`config.mk`:
```
export PLATFORM = sky130hd
export DESIGN_NAME = parallel_bus_capture
export DESIGN_NICKNAME = d
export VERILOG_FILES = /design/src/rtl/parallel_bus_pkg.sv /design/src/rtl/sync_fifo.sv /design/src/rtl/parallel_bus_capture.sv
export SDC_FILE = /design/constraint.sdc
export NUM_CORES = 1
export LEC_CHECK = 0
export CAP_MARGIN = 40
export CORE_ASPECT_RATIO = 1.75
export CORE_UTILIZATION = 30
export DETAILED_ROUTE_END_ITERATION = 10
export HOLD_SLACK_MARGIN = 0.1
export RECOVER_POWER = 100
export REMOVE_ABC_BUFFERS = 1
export SETUP_SLACK_MARGIN = 0.1
export SLEW_MARGIN = 15
export SYNTH_ARGS = -nofsm -noshare
export SYNTH_HDL_FRONTEND = slang
export SYNTH_SLANG_ARGS = --single-unit
```
`constraint.sdc`:
```
create_clock -name clk -period 4.2 [get_ports clk]
set_input_delay 0.63 -clock clk [delete_from_list [all_inputs] [get_ports clk]]
set_output_delay 0.63 -clock clk [all_outputs]
set_load 0.05 [all_outputs]
```
`src/rtl/parallel_bus_pkg.sv`:
```
// Purpose: shared record layout for the parallel LCD bus capture blocks.
// Latency: n/a (types, constants and a width helper only).
// Backpressure: n/a.
package parallel_bus_pkg;

    localparam int CTRL_W       = 4;
    localparam int CTRL_RESET   = 3;
    localparam int CTRL_CS      = 2;
    localparam int CTRL_DC      = 1;
    localparam int CTRL_IS_READ = 0;

    // Field order matches the CTRL_* bit indices above.
    typedef struct packed {
        logic reset;
        logic cs;
        logic dc;
        logic is_read;
    } ctrl_t;

    // Width of one {ctrl, data} record.
    function automatic int REC_W(input int data_width);
        return data_width + CTRL_W;
    endfunction

endpackage

```
`src/rtl/sync_fifo.sv`:
```
// Purpose: single-clock FIFO whose head is always driven from storage flops.
// Latency: push visible at pop_dat one cycle later; no fall-through.
// Backpressure: push is ignored when full unless a pop happens in the same cycle.
// Ports: push/push_dat write side, pop/pop_dat read side (head), full, empty,
//        count = entries held (0..DEPTH).
module sync_fifo #(
    parameter int WIDTH = 12,
    parameter int DEPTH = 16
) (
    input  logic                     clk,
    input  logic                     nreset,
    input  logic                     push,
    input  logic [WIDTH-1:0]         push_dat,
    input  logic                     pop,
    output logic [WIDTH-1:0]         pop_dat,
    output logic                     full,
    output logic                     empty,
    output logic [$clog2(DEPTH):0]   count
);

    localparam int AW = $clog2(DEPTH);
    localparam int CW = AW + 1;

    logic [WIDTH-1:0] mem [DEPTH];
    logic [AW-1:0]    wr_ptr;
    logic [AW-1:0]    rd_ptr;
    logic [CW-1:0]    cnt;
    logic             push_ok;
    logic             pop_ok;

    assign full    = (cnt == CW'(DEPTH));
    assign empty   = (cnt == '0);
    assign pop_ok  = pop & ~empty;
    // When full, a simultaneous pop frees the head slot, which is exactly
    // the slot wr_ptr points at, so the write can proceed.
    assign push_ok = push & (~full | pop_ok);

    always_ff @(posedge clk or negedge nreset) begin
        if (!nreset) begin
            for (int i = 0; i < DEPTH; i++) begin
                mem[i] <= '0;
            end
            wr_ptr <= '0;
            rd_ptr <= '0;
            cnt    <= '0;
        end else begin
            if (push_ok) begin
                mem[wr_ptr] <= push_dat;
                wr_ptr      <= wr_ptr + AW'(1);
            end
            if (pop_ok) begin
                rd_ptr <= rd_ptr + AW'(1);
            end
            case ({push_ok, pop_ok})
                2'b10:   cnt <= cnt + CW'(1);
                2'b01:   cnt <= cnt - CW'(1);
                default: cnt <= cnt;
            endcase
        end
    end

    assign pop_dat = mem[rd_ptr];
    assign count   = cnt;

endmodule

```
`src/rtl/parallel_bus_capture.sv`:
```
// Purpose: oversampled capture of 8080-style LCD bus writes (and optionally reads) into a FIFO.
// Latency: pin strobe rising edge to out_valid = SYNC_STAGES+2 clk when the FIFO is empty.
// Backpressure: out_valid/out_ready; captures arriving while full are dropped and flag overflow.
// Ports: bus_* raw bus pins; capture_en, rd_capture_en, cs_filter, clear_overflow control;
//        out_valid/out_ready/out_data/out_ctrl head record {reset,cs,dc,is_read};
//        fill_level entries held; overflow sticky drop flag.
module parallel_bus_capture
    import parallel_bus_pkg::*;
#(
    parameter int DATA_WIDTH  = 8,
    parameter int DEPTH       = 16,
    parameter int SYNC_STAGES = 2
) (
    input  logic                     clk,
    input  logic                     nreset,
    input  logic [DATA_WIDTH-1:0]    bus_data,
    input  logic                     bus_reset,
    input  logic                     bus_cs,
    input  logic                     bus_dc,
    input  logic                     bus_wr,
    input  logic                     bus_rd,
    input  logic                     capture_en,
    input  logic                     rd_capture_en,
    input  logic                     cs_filter,
    input  logic                     clear_overflow,
    input  logic                     out_ready,
    output logic                     out_valid,
    output logic [DATA_WIDTH-1:0]    out_data,
    output logic [CTRL_W-1:0]        out_ctrl,
    output logic [$clog2(DEPTH):0]   fill_level,
    output logic                     overflow
);

    localparam int RW = REC_W(DATA_WIDTH);
    localparam int SW = DATA_WIDTH + 5;

    // Bit positions inside the synchronised bus vector.
    localparam int S_RD  = 0;
    localparam int S_WR  = 1;
    localparam int S_DC  = 2;
    localparam int S_CS  = 3;
    localparam int S_RST = 4;
    localparam int S_DAT = 5;

    // Strobes idle high so that leaving reset with them high is not an edge;
    // data and control lines come up as zero.
    localparam logic [SW-1:0] SYNC_IDLE = SW'(2'b11);

    logic [SW-1:0] bus_vec;
    logic [SW-1:0] sync_q [SYNC_STAGES];
    logic [SW-1:0] prev_q;

    logic          wr_rise;
    logic          rd_rise;
    logic          cs_ok;
    logic          wr_cap;
    logic          rd_cap;
    ctrl_t         rec_ctrl;

    logic          edge_vld_q;
    logic [RW-1:0] edge_rec_q;

    logic          fifo_pop;
    logic          fifo_full;
    logic          fifo_empty;
    logic [RW-1:0] fifo_head;
    logic          drop;

    // One shared chain keeps data and strobes cycle-aligned.
    assign bus_vec = {bus_data, bus_reset, bus_cs, bus_dc, bus_wr, bus_rd};

    always_ff @(posedge clk or negedge nreset) begin
        if (!nreset) begin
            for (int i = 0; i < SYNC_STAGES; i++) begin
                sync_q[i] <= SYNC_IDLE;
            end
            prev_q <= SYNC_IDLE;
        end else begin
            sync_q[0] <= bus_vec;
            for (int i = 1; i < SYNC_STAGES; i++) begin
                sync_q[i] <= sync_q[i-1];
            end
            prev_q <= sync_q[SYNC_STAGES-1];
        end
    end

    assign wr_rise = sync_q[SYNC_STAGES-1][S_WR] & ~prev_q[S_WR];
    assign rd_rise = sync_q[SYNC_STAGES-1][S_RD] & ~prev_q[S_RD];
    assign cs_ok   = ~cs_filter | ~sync_q[SYNC_STAGES-1][S_CS];

    // WR wins when both strobes rise together; the RD edge is simply discarded.
    assign wr_cap  = capture_en & cs_ok & wr_rise;
    assign rd_cap  = capture_en & cs_ok & rd_capture_en & rd_rise & ~wr_cap;

    // The record is taken from the last low-strobe sample, where data is settled.
    always_comb begin
        rec_ctrl         = '0;
        rec_ctrl.reset   = prev_q[S_RST];
        rec_ctrl.cs      = prev_q[S_CS];
        rec_ctrl.dc      = prev_q[S_DC];
        rec_ctrl.is_read = ~wr_cap;
    end

    always_ff @(posedge clk or negedge nreset) begin
        if (!nreset) begin
            edge_vld_q <= 1'b0;
            edge_rec_q <= '0;
        end else begin
            edge_vld_q <= wr_cap | rd_cap;
            if (wr_cap | rd_cap) begin
                edge_rec_q <= {rec_ctrl, prev_q[SW-1:S_DAT]};
            end
        end
    end

    assign fifo_pop = ~fifo_empty & out_ready;
    assign drop     = edge_vld_q & fifo_full & ~fifo_pop;

    sync_fifo #(
        .WIDTH (RW),
        .DEPTH (DEPTH)
    ) u_fifo (
        .clk      (clk),
        .nreset   (nreset),
        .push     (edge_vld_q),
        .push_dat (edge_rec_q),
        .pop      (fifo_pop),
        .pop_dat  (fifo_head),
        .full     (fifo_full),
        .empty    (fifo_empty),
        .count    (fill_level)
    );

    // A drop in the same cycle as a clear request leaves the flag set.
    always_ff @(posedge clk or negedge nreset) begin
        if (!nreset) begin
            overflow <= 1'b0;
        end else if (drop) begin
            overflow <= 1'b1;
        end else if (clear_overflow) begin
            overflow <= 1'b0;
        end
    end

    assign out_valid = ~fifo_empty;
    assign out_ctrl  = fifo_head[RW-1:DATA_WIDTH];
    assign out_data  = fifo_head[DATA_WIDTH-1:0];

endmodule

```
### After elaboration in Yosys (flattened, before gate mapping)

Index checks and enable logic that the tools add are counted.

* flip-flop bits (word level): 258
* output and inout bits: 19
* word-level logic and storage cells: 73

* add/subtract/negate cells: 4
* order comparisons: 3
* equal/unequal tests: 3
* multiplexer cells: 9
* bitwise logic cells: 25
* reduce and logical (&&, ||, !) cells: 4

Operator list (count)
* bitwise mux 192 bit: 1
* binary-select mux 12 bit (select 4 bit): 1
* demux 12 bit (select 4 bit): 1
* two-way mux 12 bit: 3
* AND 1 bit: 12
* greater-or-equal comparator 5 bit (second input constant): 2
* NOT 4 -> 5 bit: 2
* one-hot mux 5 bit (2 select lines): 1
* adder 4 x 1 -> 4 bit (second input constant): 2
* NOT 1 bit: 8
* adder 5 x 1 -> 5 bit (second input constant): 1
* == test 5 bit (second input constant): 1
* zero test 5 bit: 1
* less-than comparator 5 x 1 -> 1 bit (second input constant): 1
* subtractor 5 x 1 -> 5 bit (second input constant): 1
* nonzero test 2 bit: 2
* OR 1 bit: 3
* == test 2 x 1 -> 1 bit (second input constant): 1
* == test 2 bit (second input constant): 1
* two-way mux 1 bit: 2
* logical AND 1 bit: 1

### Depth between registers and ports, before layout

Gate-level depths: netlist of the first run.

* depth in word-level cells: 8
* depth in mapped cells: 11
* mapped depth without buffers: 9

### Hierarchy

Synthesis of the first run repeated with hierarchy kept, for this count alone.

* cells, all modules: 688
* area total of the unflattened synthesis: 11546.1 um^2

Modules (own cells, without submodules)
* sync_fifo: instances 1, cells an instance 612, area an instance 9943.3 um^2
* parallel_bus_capture: instances 1, cells an instance 76, area an instance 1602.8 um^2

### Worst setup path after synthesis of the first run

OpenSTA, ideal clock, no wires.

* path kind: reg2reg
* from: register u_fifo.cnt[2], in the netlist u_fifo.count[2]
* to: register u_fifo.cnt[4], in the netlist u_fifo.count[4]
* library setup time: 0.143 ns
* arrival: 3.433 ns
* data required time: 4.057 ns
* slack: 0.624 ns
* cell stages (with the launch flop): 12
* path buffers: 2
* period minus slack after synthesis: 3.576 ns
* cells stage by stage: dfrtp_1 or4_1 buf_6 o21ai_1 ha_1 clkbuf_1 xor2_1 ha_1 o21ai_0 or4b_2 o311a_1 xnor2_1

* word-level cells in the longest chain between the ends: 8
* elaborated cells between the ends (all ways): 14
* those cells by class: 2 x add/sub; 3 x eq/ne; 1 x mux; 6 x bitwise; 2 x reduce/logical

Ends and longest elaborated chain
* start, declared: RTL line sync_fifo.sv:27 `logic [CW-1:0] cnt;`
* start signal, assigned: RTL line sync_fifo.sv:55 `2'b10: cnt <= cnt + CW'(1);`
* start signal, assigned: RTL line sync_fifo.sv:56 `2'b01: cnt <= cnt - CW'(1);`
* start signal, assigned: RTL line sync_fifo.sv:57 `default: cnt <= cnt;`
* zero test 5 bit: RTL line sync_fifo.sv:32 `assign empty = (cnt == '0);`
* NOT 1 bit: RTL line sync_fifo.sv:33, parallel_bus_capture.sv:116
* AND 1 bit: RTL line parallel_bus_capture.sv:116 `assign fifo_pop = ~fifo_empty & out_ready;`
* AND 1 bit: RTL line sync_fifo.sv:33 `assign pop_ok = pop & ~empty;`
* OR 1 bit: RTL line sync_fifo.sv:36 `assign push_ok = push & (~full | pop_ok);`
* AND 1 bit: RTL line sync_fifo.sv:36
* == test 2 x 1 -> 1 bit or == test 2 bit (tied branches): RTL line sync_fifo.sv:54 `case ({push_ok, pop_ok})`
* one-hot mux 5 bit (2 select lines) or nonzero test 2 bit (tied branches)

Parallel ways exist; a longest one is shown, timed or not.
A chain may end at the register's enable or synchronous reset.

### Final worst setup path of the first run

* from: register u_fifo.rd_ptr[0]
* to: output out_data[5]

* word-level cells in the longest chain between the ends: 4

Ends and longest elaborated chain
* start, declared: RTL line sync_fifo.sv:26 `logic [AW-1:0] rd_ptr;`
* start signal, assigned: RTL line sync_fifo.sv:52 `rd_ptr <= rd_ptr + AW'(1);`
* NOT 4 -> 5 bit (not written as such): RTL line sync_fifo.sv:62 `assign pop_dat = mem[rd_ptr];`
* binary-select mux 12 bit (select 4 bit): RTL line sync_fifo.sv:62
* two-way mux 12 bit (not written as such) (2 in series): RTL line sync_fifo.sv:62
* end, declared: RTL line parallel_bus_capture.sv:28 `output logic [DATA_WIDTH-1:0] out_data,`

No other way between the ends. The select of a mux whose other input is x is not followed.

==> results of run 1 <==
flip-flops by register name, indices dropped and copies added, names as in the netlist:
signal and count:
edge_rec_q 12, edge_vld_q 1, overflow 1, prev_q 13
sync_q 26, u_fifo.count 5, u_fifo.mem 192, u_fifo.rd_ptr 4
u_fifo.wr_ptr 4
routing by layer:
layer / vias up / GRT usage, % / part of all wire, %
li1: 2605 / - / -
met4: 0 / 4.55 / 2.4
met5: - / 0 / 0
met3: 28 / 1.79 / 3.5
met1: 3159 / 17.0 / 42
met2: 106 / 23.5 / 53
cells by family (layout without fill, tap and decap cells):
logic type               count (synthesis)  after routing  synth area share [%]
flip-flops                             258            258                  57.9
XOR/XNOR                                11             11                 0.863
AND/OR/NAND/NOR                         58             58                  3.01
multiplexers                           254            254                  30.9
AO/OA/AOI/OAI                           42             42                  2.94
adder cells (fa/ha/maj)                  9              9                  1.01
buffers and inverters                   55            119                  3.38
per-stage QoR:
step | power, W | instances | util [%] | hold WS (ns)
3_3_place_gp | 0.00658 | 1182 | 32.8 | 0.332
6_report | 0.00880 | 1226 | 34.7 | 0.114
5_1_grt | 0.00929 | 1226 | 34.7 | 0.229
2_1_floorplan | 0.00564 | 637 | - | 0.331
3_5_place_dp | 0.00666 | 1183 | 32.9 | 0.335
4_1_cts | 0.00904 | 1226 | 35.2 | 0.234
area by class of cell:
| cell class | instances | area [sq um] | share of cell area [%] |
|---|---|---|---|
| multi-input combinational | 374 | 4230 | 33.2 |
| sequential | 258 | 6470 | 50.8 |
| inverter | 5 | 18.8 | 0.147 |
| timing repair buffer | 71 | 577 | 4.53 |
| tap | 475 | 594 | 4.66 |
| clock inverter | 9 | 153 | 1.20 |
| clock buffer | 34 | 699 | 5.49 |
worst register-to-register path: cells and delay by family, from the launching register on:
kind | cells | cell delay [ns]
flip-flops | 1 | 0.45
AND/OR/NAND/NOR | 2 | 1.32
AO/OA/AOI/OAI | 3 | 0.58
XOR/XNOR | 2 | 0.35
adder cells (fa/ha/maj) | 2 | 0.58
power breakdown:
part / switching [W] / internal (W) / total [W]
clock network: 0.000939 / 0.00141 / 0.00235
logic: 0.00135 / 0.00136 / 0.00270
registers: 0.000565 / 0.00318 / 0.00375
cells in the mapped netlist (5+ instances only):
cell type,count,share of area [%]
a22oi_1,24,1.6
buf_1,11,0.37
buf_6,17,1.7
clkbuf_1,16,0.54
dfrtp_1,252,56
dfstp_2,6,1.4
ha_1,9,1.0
inv_1,5,0.17
mux2_2,191,19
mux2_4,13,1.7
mux4_2,48,9.7
nand2_1,16,0.54
nand2b_1,5,0.28
nor2_1,6,0.20
nor2_2,12,0.67
xnor2_1,6,0.47
xor2_1,5,0.39
worst max path at each step:
stage / startpoint / to / slack [ns] / depth (start not counted)
global route: u_fifo.rd_ptr[0]$_DFFE_PN0P_ / out_data[6] / 0.26 / 5
global placement: out_ready / u_fifo.count[4]$_DFFE_PN0P_ / 0.74 / 10
detailed placement: out_ready / u_fifo.count[4]$_DFFE_PN0P_ / 0.69 / 10
CTS: u_fifo.rd_ptr[0]$_DFFE_PN0P_ / out_data[6] / 0.41 / 5
finish: u_fifo.rd_ptr[0]$_DFFE_PN0P_ / out_data[5] / 0.45 / 5
floorplan: u_fifo.rd_ptr[0]$_DFFE_PN0P_ / out_ctrl[0] / 0.40 / 3
==> qor.yml, run 1 <==
run_status:
  outcome: "finished with violations"
  violations: "capacitance limit, slew limit"
grt:
  grt_usage_pct: 13.5
  antenna_found_initial: 0
  grt_pass1_vias: 6422
  grt_max_degree: 124
  grt_pass1_wl_mm: 38.8
  grt_overflow: 0
finish:
  nFillCells: 3607
  nNetsFinal: 764
  num_antenna_cells: 0
  layout-drive-gt1-share_pct: 41.0
  final_common_cell: "dfrtp_1"
  synthToLayoutAreaGrowth_pct: 14.1
  fin_area_sq_um: 12700
  final_cell_mix: "dfrtp_1 (250), mux2_2 (191), mux4_2 (48)"
sta:
  relSlewSlack_pct: -3.98
  min_period_ns: 3.75
  fmax_mhz: 266
  fin_skew_ns: 0.0164
  setup_viol: 0
  hold_viol_final: 0
  worst_slack_ns: 0.445
  tns_ns: 0
  rsz0062_at_grt: "no"
  worst-slew-pin-transition_ns: 1.56
  report.final.slew_viol_count: 30
  fin_crit_sh_pct: 89.4
clock_network:
  clock_sinks: 258
  post_cts_buffers: 0
  clock_latency_ns: 0.53
  cts_tree: "done"
  clkTransAtPathRegs_ns: 0.07
  cts_resized: 0
  clock_path_buffers: 3
  cts_buffers: 25
  cts_htree_levels: 1
  cts-hold-fix-buffers: 0
  root_buffer: "clkbuf_16"
critical_path:
  end_kind: "primary output"
  worst_setup_path_start_kind: "flip-flop"
  r2r_cells: 9
  cp_slowest_cell: "dlygate4sd3_1"
  crit-reg2reg-capture: "u_fifo.count[4]$_DFFE_PN0P_"
  r2r_start: "u_fifo.count[2]$_DFFE_PN0P_"
  cp.arrival_ns: 3.12
  crit_buf_inv: 2
  critPathTopFamily: "buffers and inverters"
  worstPathRequired_ns: 3.57
  crit_path_cell_trace: "buf_12, mux4_2, a22oi_1, nand2_1, dlygate4sd3_1"
  crit_fanout: 17
  critPathKind: "reg2out"
  cp_slowest_stage_delay_ns: 0.78
  rrSetupSlack_ns: 0.80
die:
  start_util_pct: 30.4
  core-area_sq_um: 36800
  die_w_um: 148
  die_y_um: 257
  rows: 93
  io-pin-count: 39
  dieArea_sq_um: 38000
flow_run:
  max_cap_violations: 1
detailed_routing:
  wire_per_inst_um: 19.6
  final_antenna_net_count: 0
  dr.pass1.iters: 4
  vias: 5898
  drc: 0
  wl_mm: 24.1
  first_iter_violations: 295
  routed_via_density: 4.81
synthesis:
  ys_seq_area_share_pct: 57.9
  synth.avg_cell_area_sq_um: 16.3
  synthCells: 687
  async_flop_share_pct: 100
  synth_enable_flop_cells: 0
  syn_area_sq_um: 11200
  synthFlopType: "dfrtp_1"
  yosys_warnings: 0
  synth_seq_cells: 258
  synth_cell_types: 45
placement:
  post-dp-hpwl_mm: 15.1
  pre_cts_ws_ns: 0.689
  place_area_sq_um: 12100
  port-buffer-count: 38
  gp_congestion: 0.753
pwr:
  p_leak_nw: 5.70
  power_density_nw_per_um2: 691
  irDropWorstVdd_mv: 0.402
min_path:
  hold_path.class: "in2async"
Note: power is estimated with default switching activity, not from simulation.
==> run 2, diff against run 1 <==
--- a/constraint.sdc
+++ b/constraint.sdc
@@ -3,2 +3,2 @@
 set_output_delay 0.63 -clock clk [all_outputs]
-set_load 0.05 [all_outputs]
+set_load 0.02 [all_outputs]
==> qor.yml, run 2 (synthesized netlist as in run 1, its figures left out) <==
critical_path:
  crit_fanout: 30  # +13
  worst_setup_path_start_kind: "flip-flop"
  cp_slowest_stage_delay_ns: 0.83  # +0.05 ns
  critPathTopFamily: "buffers and inverters"
  cp.arrival_ns: 3.22  # +0.10 ns
  rrSetupSlack_ns: 0.59  # -0.21 ns
  crit_buf_inv: 2  # unchanged
  r2r_cells: 10  # +1
  end_kind: "primary output"
  critPathKind: "reg2out"
  path_depth: 5  # unchanged
  crit_path_cell_trace: "clkbuf_2, mux4_2, a22oi_1, nand2_1, clkdlybuf4s50_1"
  cp_slowest_cell: "dfrtp_4"
  worstPathRequired_ns: 3.57  # about the same
die:
  rows: 93  # unchanged
  start_util_pct: 30.4  # unchanged
  die_y_um: 257  # unchanged
  dieArea_sq_um: 38000  # unchanged
  io-pin-count: 39  # unchanged
  core-area_sq_um: 36800  # unchanged
  die_w_um: 148  # unchanged
sta:
  hold_viol_final: 0  # unchanged
  setup_viol: 0  # unchanged
  tns_ns: 0  # unchanged
  whs_ns: 0.342  # +0.228 ns
  worst-slew-pin-transition_ns: 2.37  # +0.809 ns
  min_period_ns: 3.85  # +0.0921 ns
  rsz0062_at_grt: "no"
  relSlewSlack_pct: -57.9  # -54 points
  fin_skew_ns: 0.0117  # -0.00471 ns
  fmax_mhz: 260  # -2.4%
  report.final.slew_viol_count: 180  # +500%
  fin_crit_sh_pct: 91.6  # +2.2 points
grt:
  grt_use_met2_pct: 24.6  # +1.1 points
  grt_pass1_wl_mm: 39.6  # +2.1%
  grt_pass1_vias: 6518  # +1.5%
  use_met1_pct: 16.9  # -0.10 points
  grt_overflow: 0  # unchanged
  grt_busiest_layer: "met2"
  antenna_found_initial: 0  # unchanged
  grt_usage_pct: 13.8  # +0.28 points
  grt_max_degree: 92  # -26%
  met3_usage_pct: 1.47  # -0.32 points
min_path:
  hold_path.class: "reg2reg"
  min_path_cells: 0
run_status:
  violations: "capacitance limit, slew limit"
  outcome: "finished with violations"
clock_network:
  cts_tree: "done"
  root_buffer: "clkbuf_16"
  post_cts_buffers: 0  # unchanged
  cts_resized: 0  # unchanged
  clock_path_buffers: 3  # unchanged
  cts-hold-fix-buffers: 0  # unchanged
  cts_htree_levels: 1  # unchanged
  clock_latency_ns: 0.53  # about the same
  clock_sinks: 258  # unchanged
  clkTransAtPathRegs_ns: 0.07  # about the same
  cts_buffers: 24  # -4.0%
detailed_routing:
  wire_per_inst_um: 20.2  # +3.0%
  first_iter_violations: 238  # -19%
  dr.pass1.iters: 4  # unchanged
  final_antenna_net_count: 0  # unchanged
  wl_mm: 24.8  # +2.9%
  routed_via_density: 4.82  # +0.25%
  drc: 0  # unchanged
  vias: 5908  # +0.17%
finish:
  nNetsFinal: 762  # -0.26%
  num_antenna_cells: 0  # unchanged
  layout-drive-gt1-share_pct: 41.9  # +0.85 points
  nFillCells: 3607  # unchanged
  synthToLayoutAreaGrowth_pct: 13.7
  final_cell_mix: "dfrtp_1 (250), mux2_2 (194), mux4_2 (48)"
  final_common_cell: "dfrtp_1"
  fin_area_sq_um: 12700  # -0.38%
  top_regs: "u_fifo.mem (192), sync_q (26), prev_q (13)"
  final_cells: 1225  # -0.082%
  largest_register: "u_fifo.mem"
  largest_reg_flops: 192  # unchanged
pwr:
  p_int_w: 0.00590  # -0.90%
  clkPwrFrac_pct: 27.2  # +0.5 points
  combPwrFrac_pct: 27.9  # -2.8 points
  irDropWorstVdd_mv: 0.412  # +2.4%
  p_leak_nw: 5.66  # -0.65%
  power_frac_seq_pct: 44.9  # +2.3 points
  power_density_nw_per_um2: 670  # -3.0%
  p_sw_share_pct: 30.7  # -1.7 points
  p_switching_w: 0.00261  # -8.4%
placement:
  post-dp-hpwl_mm: 15.3  # +1.7%
  port-buffer-count: 38  # unchanged
  gp_congestion: 0.728  # -3.3%
  place_area_sq_um: 12100  # -0.10%
  dp.cells: 1182  # -0.085%
flow_run:
  max_cap_violations: 4  # +3
## run 2: cell types whose count changed in the layout (fill, tap and decap cells not counted), moves of 3 or more
cell             change
nor2_1               +4
mux2_1               -3
clkdlybuf4s50_1      +7
clkbuf_2             +5
clkinvlp_4           +4
mux2_2               +3
dlygate4sd3_1        -7
nor2_2               -4
clkbuf_1             -8
## run 2: layout make-up
cell class              count  area (sq um)  share of cell area, %
inverters                   5          18.8                  0.148
flip-flops and latches    258          6470                   51.0
clock inverters            12           145                   1.14
well taps                 475           594                   4.68
clock buffers              31           698                   5.50
repair buffers             70           547                   4.31
multi-input cells         374          4220                   33.3
## run 2: worst register-to-register path: stages (launching register included)
cell	delay [ns]
dfrtp_1	0.45
or4_1	0.70
o21ai_0	0.21
clkbuf_1	0.26
ha_1	0.43
xor2_1	0.19
ha_1	0.23
o21ai_0	0.13
or4b_2	0.63
o311a_1	0.15
xnor2_1	0.13
## run 2: final timing paths
check	start	endpoint
max	u_fifo.rd_ptr[0]$_DFFE_PN0P_	out_data[6]
max reg2reg	u_fifo.count[2]$_DFFE_PN0P_	u_fifo.count[4]$_DFFE_PN0P_
min reg2reg	sync_q[9]$_DFF_PN0_	prev_q[9]$_DFF_PN0_
min	sync_q[9]$_DFF_PN0_	prev_q[9]$_DFF_PN0_
max in group asynchronous	nreset	overflow$_DFFE_PN0P_
min in group asynchronous	nreset	u_fifo.mem[2]$_DFFE_PN0P_
## run 2: stage by stage
| stage | total power, W | util [%] | setup WS [ns] |
|---|---|---|---|
| floorplan | 0.00538 | - | 0.552 |
| global route | 0.00898 | 34.5 | 0.148 |
| global placement | 0.00629 | 32.7 | 0.640 |
| detailed placement | 0.00639 | 32.8 | 0.562 |
| finish | 0.00851 | 34.5 | 0.353 |
| CTS | 0.00874 | 35.1 | 0.257 |
## run 2: metal layers
metal  part of all wire, %  routed length (um)
met2                    53               13200
met1                    41               10200
met3                   2.8                 692
met5                     0                   0
met4                   2.7                 669
## run 2: power by group through the flow
| stage | combinational [W] | clock [W] | sequential (W) |
|---|---|---|---|
| floorplan | 0.00164 | 0 | 0.00375 |
| global placement | 0.00245 | 0 | 0.00384 |
| detailed placement | 0.00251 | 0 | 0.00388 |
| CTS | 0.00251 | 0.00239 | 0.00383 |
| global route | 0.00256 | 0.00248 | 0.00395 |
| finish | 0.00238 | 0.00231 | 0.00382 |
==> run 3, diff against run 2 <==
CORE_ASPECT_RATIO = 1.2   (was 1.75)
==> qor.yml, run 3 (synthesized netlist as in run 1, its figures left out) <==
critical_path:
  end_kind: "primary output"
  crit_buf_inv: 2  # unchanged
  critPathTopFamily: "buffers and inverters"
  critPathKind: "reg2out"
  cp.arrival_ns: 3.20  # -0.02 ns
  worst_setup_path_start_kind: "flip-flop"
  cp-startpoint: "u_fifo.rd_ptr[0]$_DFFE_PN0P_"
  crit_path_cell_trace: "clkbuf_2, mux4_2, a22oi_1, nand2_1, clkdlybuf4s50_1"
  crit_fanout: 13  # -57%
  rrSetupSlack_ns: 0.67  # +0.08 ns
  r2r_start: "u_fifo.count[2]$_DFFE_PN0P_"
  cp_slowest_stage_delay_ns: 0.64  # -0.19 ns
  cp_slowest_cell: "dfrtp_2"
  worstPathRequired_ns: 3.57  # about the same
grt:
  grt_max_degree: 115  # +25%
  grt_overflow: 0  # unchanged
  grt_pass1_wl_mm: 37.3  # -5.8%
  antenna_found_initial: 0  # unchanged
  grt_usage_pct: 13.0  # -0.78 points
  grt_pass1_vias: 6235  # -4.3%
pwr:
  clkPwrFrac_pct: 28.2  # +1.0 points
  combPwrFrac_pct: 27.9  # about the same
  power_frac_seq_pct: 43.9  # -1.0 points
  p_sw_share_pct: 30.1  # -0.59 points
  p_leak_nw: 5.70  # +0.69%
  power_density_nw_per_um2: 672  # +0.30%
  p_switching_w: 0.00258  # -1.3%
  p_int_w: 0.00599  # +1.5%
  irDropWorstVdd_mv: 0.307  # -25%
clock_network:
  clkTransAtPathRegs_ns: 0.07  # about the same
  clock_path_buffers: 3  # unchanged
  cts_buffers: 27  # +13%
  root_buffer: "clkbuf_16"
  cts_resized: 0  # unchanged
  clock_latency_ns: 0.54  # about the same
  post_cts_buffers: 0  # unchanged
  cts-hold-fix-buffers: 0  # unchanged
  clock_sinks: 258  # unchanged
  cts_tree: "done"
  cts_htree_levels: 1  # unchanged
sta:
  min_period_ns: 3.83  # -0.0199 ns
  relSlewSlack_pct: -92.9  # -35 points
  rsz0062_at_grt: "no"
  fin_skew_ns: 0.0116  # -0.0000222 ns
  report.final.slew_viol_count: 114  # -37%
  fmax_mhz: 261  # +0.52%
  tns_ns: 0  # unchanged
  setup_viol: 0  # unchanged
  fin_crit_sh_pct: 91.1  # -0.47 points
  worst-slew-pin-transition_ns: 2.89  # +0.525 ns
  hold_viol_final: 0  # unchanged
run_status:
  violations: "capacitance limit, slew limit"
  outcome: "finished with violations"
min_path:
  min-delay-start: "sync_q[2]$_DFF_PN0_"
  hold_path.class: "reg2reg"
detailed_routing:
  dr.pass1.iters: 4  # unchanged
  vias: 5772  # -2.3%
  first_iter_violations: 214  # -10%
  wl_mm: 23.2  # -6.5%
  final_antenna_net_count: 0  # unchanged
  routed_via_density: 4.72  # -2.1%
  wire_per_inst_um: 19.0  # -6.3%
  drc: 0  # unchanged
finish:
  nNetsFinal: 759  # -0.39%
  layout-drive-gt1-share_pct: 41.0  # -0.82 points
  synthToLayoutAreaGrowth_pct: 14.1
  ff_latch_area_sq_um: 6470  # about the same
  fin_area_sq_um: 12700  # +0.33%
  multi_input_area_sq_um: 4220  # about the same
  final_common_cell: "dfrtp_1"
  final_core_util_pct: 34.6  # +0.085 points
  final_cell_mix: "dfrtp_1 (250), mux2_2 (191), mux4_2 (48)"
  nFillCells: 3600  # -0.19%
  top_regs: "u_fifo.mem (192), sync_q (26), prev_q (13)"
  largest_register: "u_fifo.mem"
  num_antenna_cells: 0  # unchanged
  largest_reg_flops: 192  # unchanged
placement:
  place_area_sq_um: 12000  # -0.24%
  port-buffer-count: 38  # unchanged
  post-dp-hpwl_mm: 14.8  # -3.3%
  gp_congestion: 0.726  # -0.40%
die:
  dieArea_sq_um: 38000  # about the same
  rows: 77  # -17%
  start_util_pct: 30.3  # about the same
  die_y_um: 213  # -17%
  io-pin-count: 39  # unchanged
  die_w_um: 178  # +20%
  core-area_sq_um: 36800  # about the same
flow_run:
  max_cap_violations: 1  # -3
==> run 3: changes by cell type in the layout (fill, tap and decap cells not counted), sizes merged <==
cell	delta
clkinv	+2
clkinvlp	-4
==> run 3: worst reg2reg max path: stages (launching register included) <==
cell	delay (ns)
dfrtp_1	0.44
or4_1	0.70
o21ai_1	0.40
ha_1	0.46
xor2_1	0.19
ha_1	0.21
o21ai_0	0.13
or4b_2	0.64
o311a_1	0.14
xnor2_1	0.12
==> run 3: worst paths after layout <==
kind | cells after the start | to
max | 5 | out_data[6]
min | 0 | prev_q[2]$_DFF_PN0_
max reg2reg | 9 | u_fifo.count[4]$_DFFE_PN0P_
min reg2reg | 0 | prev_q[2]$_DFF_PN0_
max in group asynchronous | 2 | prev_q[9]$_DFF_PN0_
min in group asynchronous | 1 | u_fifo.count[4]$_DFFE_PN0P_
==> run 3: per-stage QoR <==
stage / instances / hold WS, ns / worst slack, ns / total power [W]
after CTS: 1222 / 0.215 / 0.539 / 0.00880
final: 1222 / 0.345 / 0.373 / 0.00856
after detailed placement: 1175 / 0.335 / 0.460 / 0.00634
after floorplan: 637 / 0.331 / 0.552 / 0.00538
after global routing: 1222 / 0.355 / 0.153 / 0.00907
after global placement: 1173 / 0.331 / 0.544 / 0.00626
==> run 3: area by class of cell <==
type                    count  area share (%)
well taps                 474            4.66
repair buffers             64            4.26
clock buffers              37            5.99
clock inverters            10            1.04
flip-flops and latches    258            50.8
inverters                   5           0.147
multi-input cells         374            33.1
==> run 3: power groups by stage <==
| stage | combinational, W | sequential (W) | clock [W] |
|---|---|---|---|
| 6_report | 0.00238 | 0.00376 | 0.00242 |
| 5_1_grt | 0.00259 | 0.00388 | 0.00259 |
| 4_1_cts | 0.00253 | 0.00377 | 0.00250 |
| 3_5_place_dp | 0.00253 | 0.00381 | 0 |
| 3_3_place_gp | 0.00247 | 0.00379 | 0 |
| 2_1_floorplan | 0.00164 | 0.00375 | 0 |
==> run 3: layer usage <==
metal / vias up / GRT usage, % / share of wire [%]
met3: 33 / 1.55 / 2.3
met2: 72 / 22.7 / 53
met5: - / 0 / 0
li1: 2603 / - / -
met4: 0 / 4.51 / 2.3
met1: 3064 / 16.5 / 43
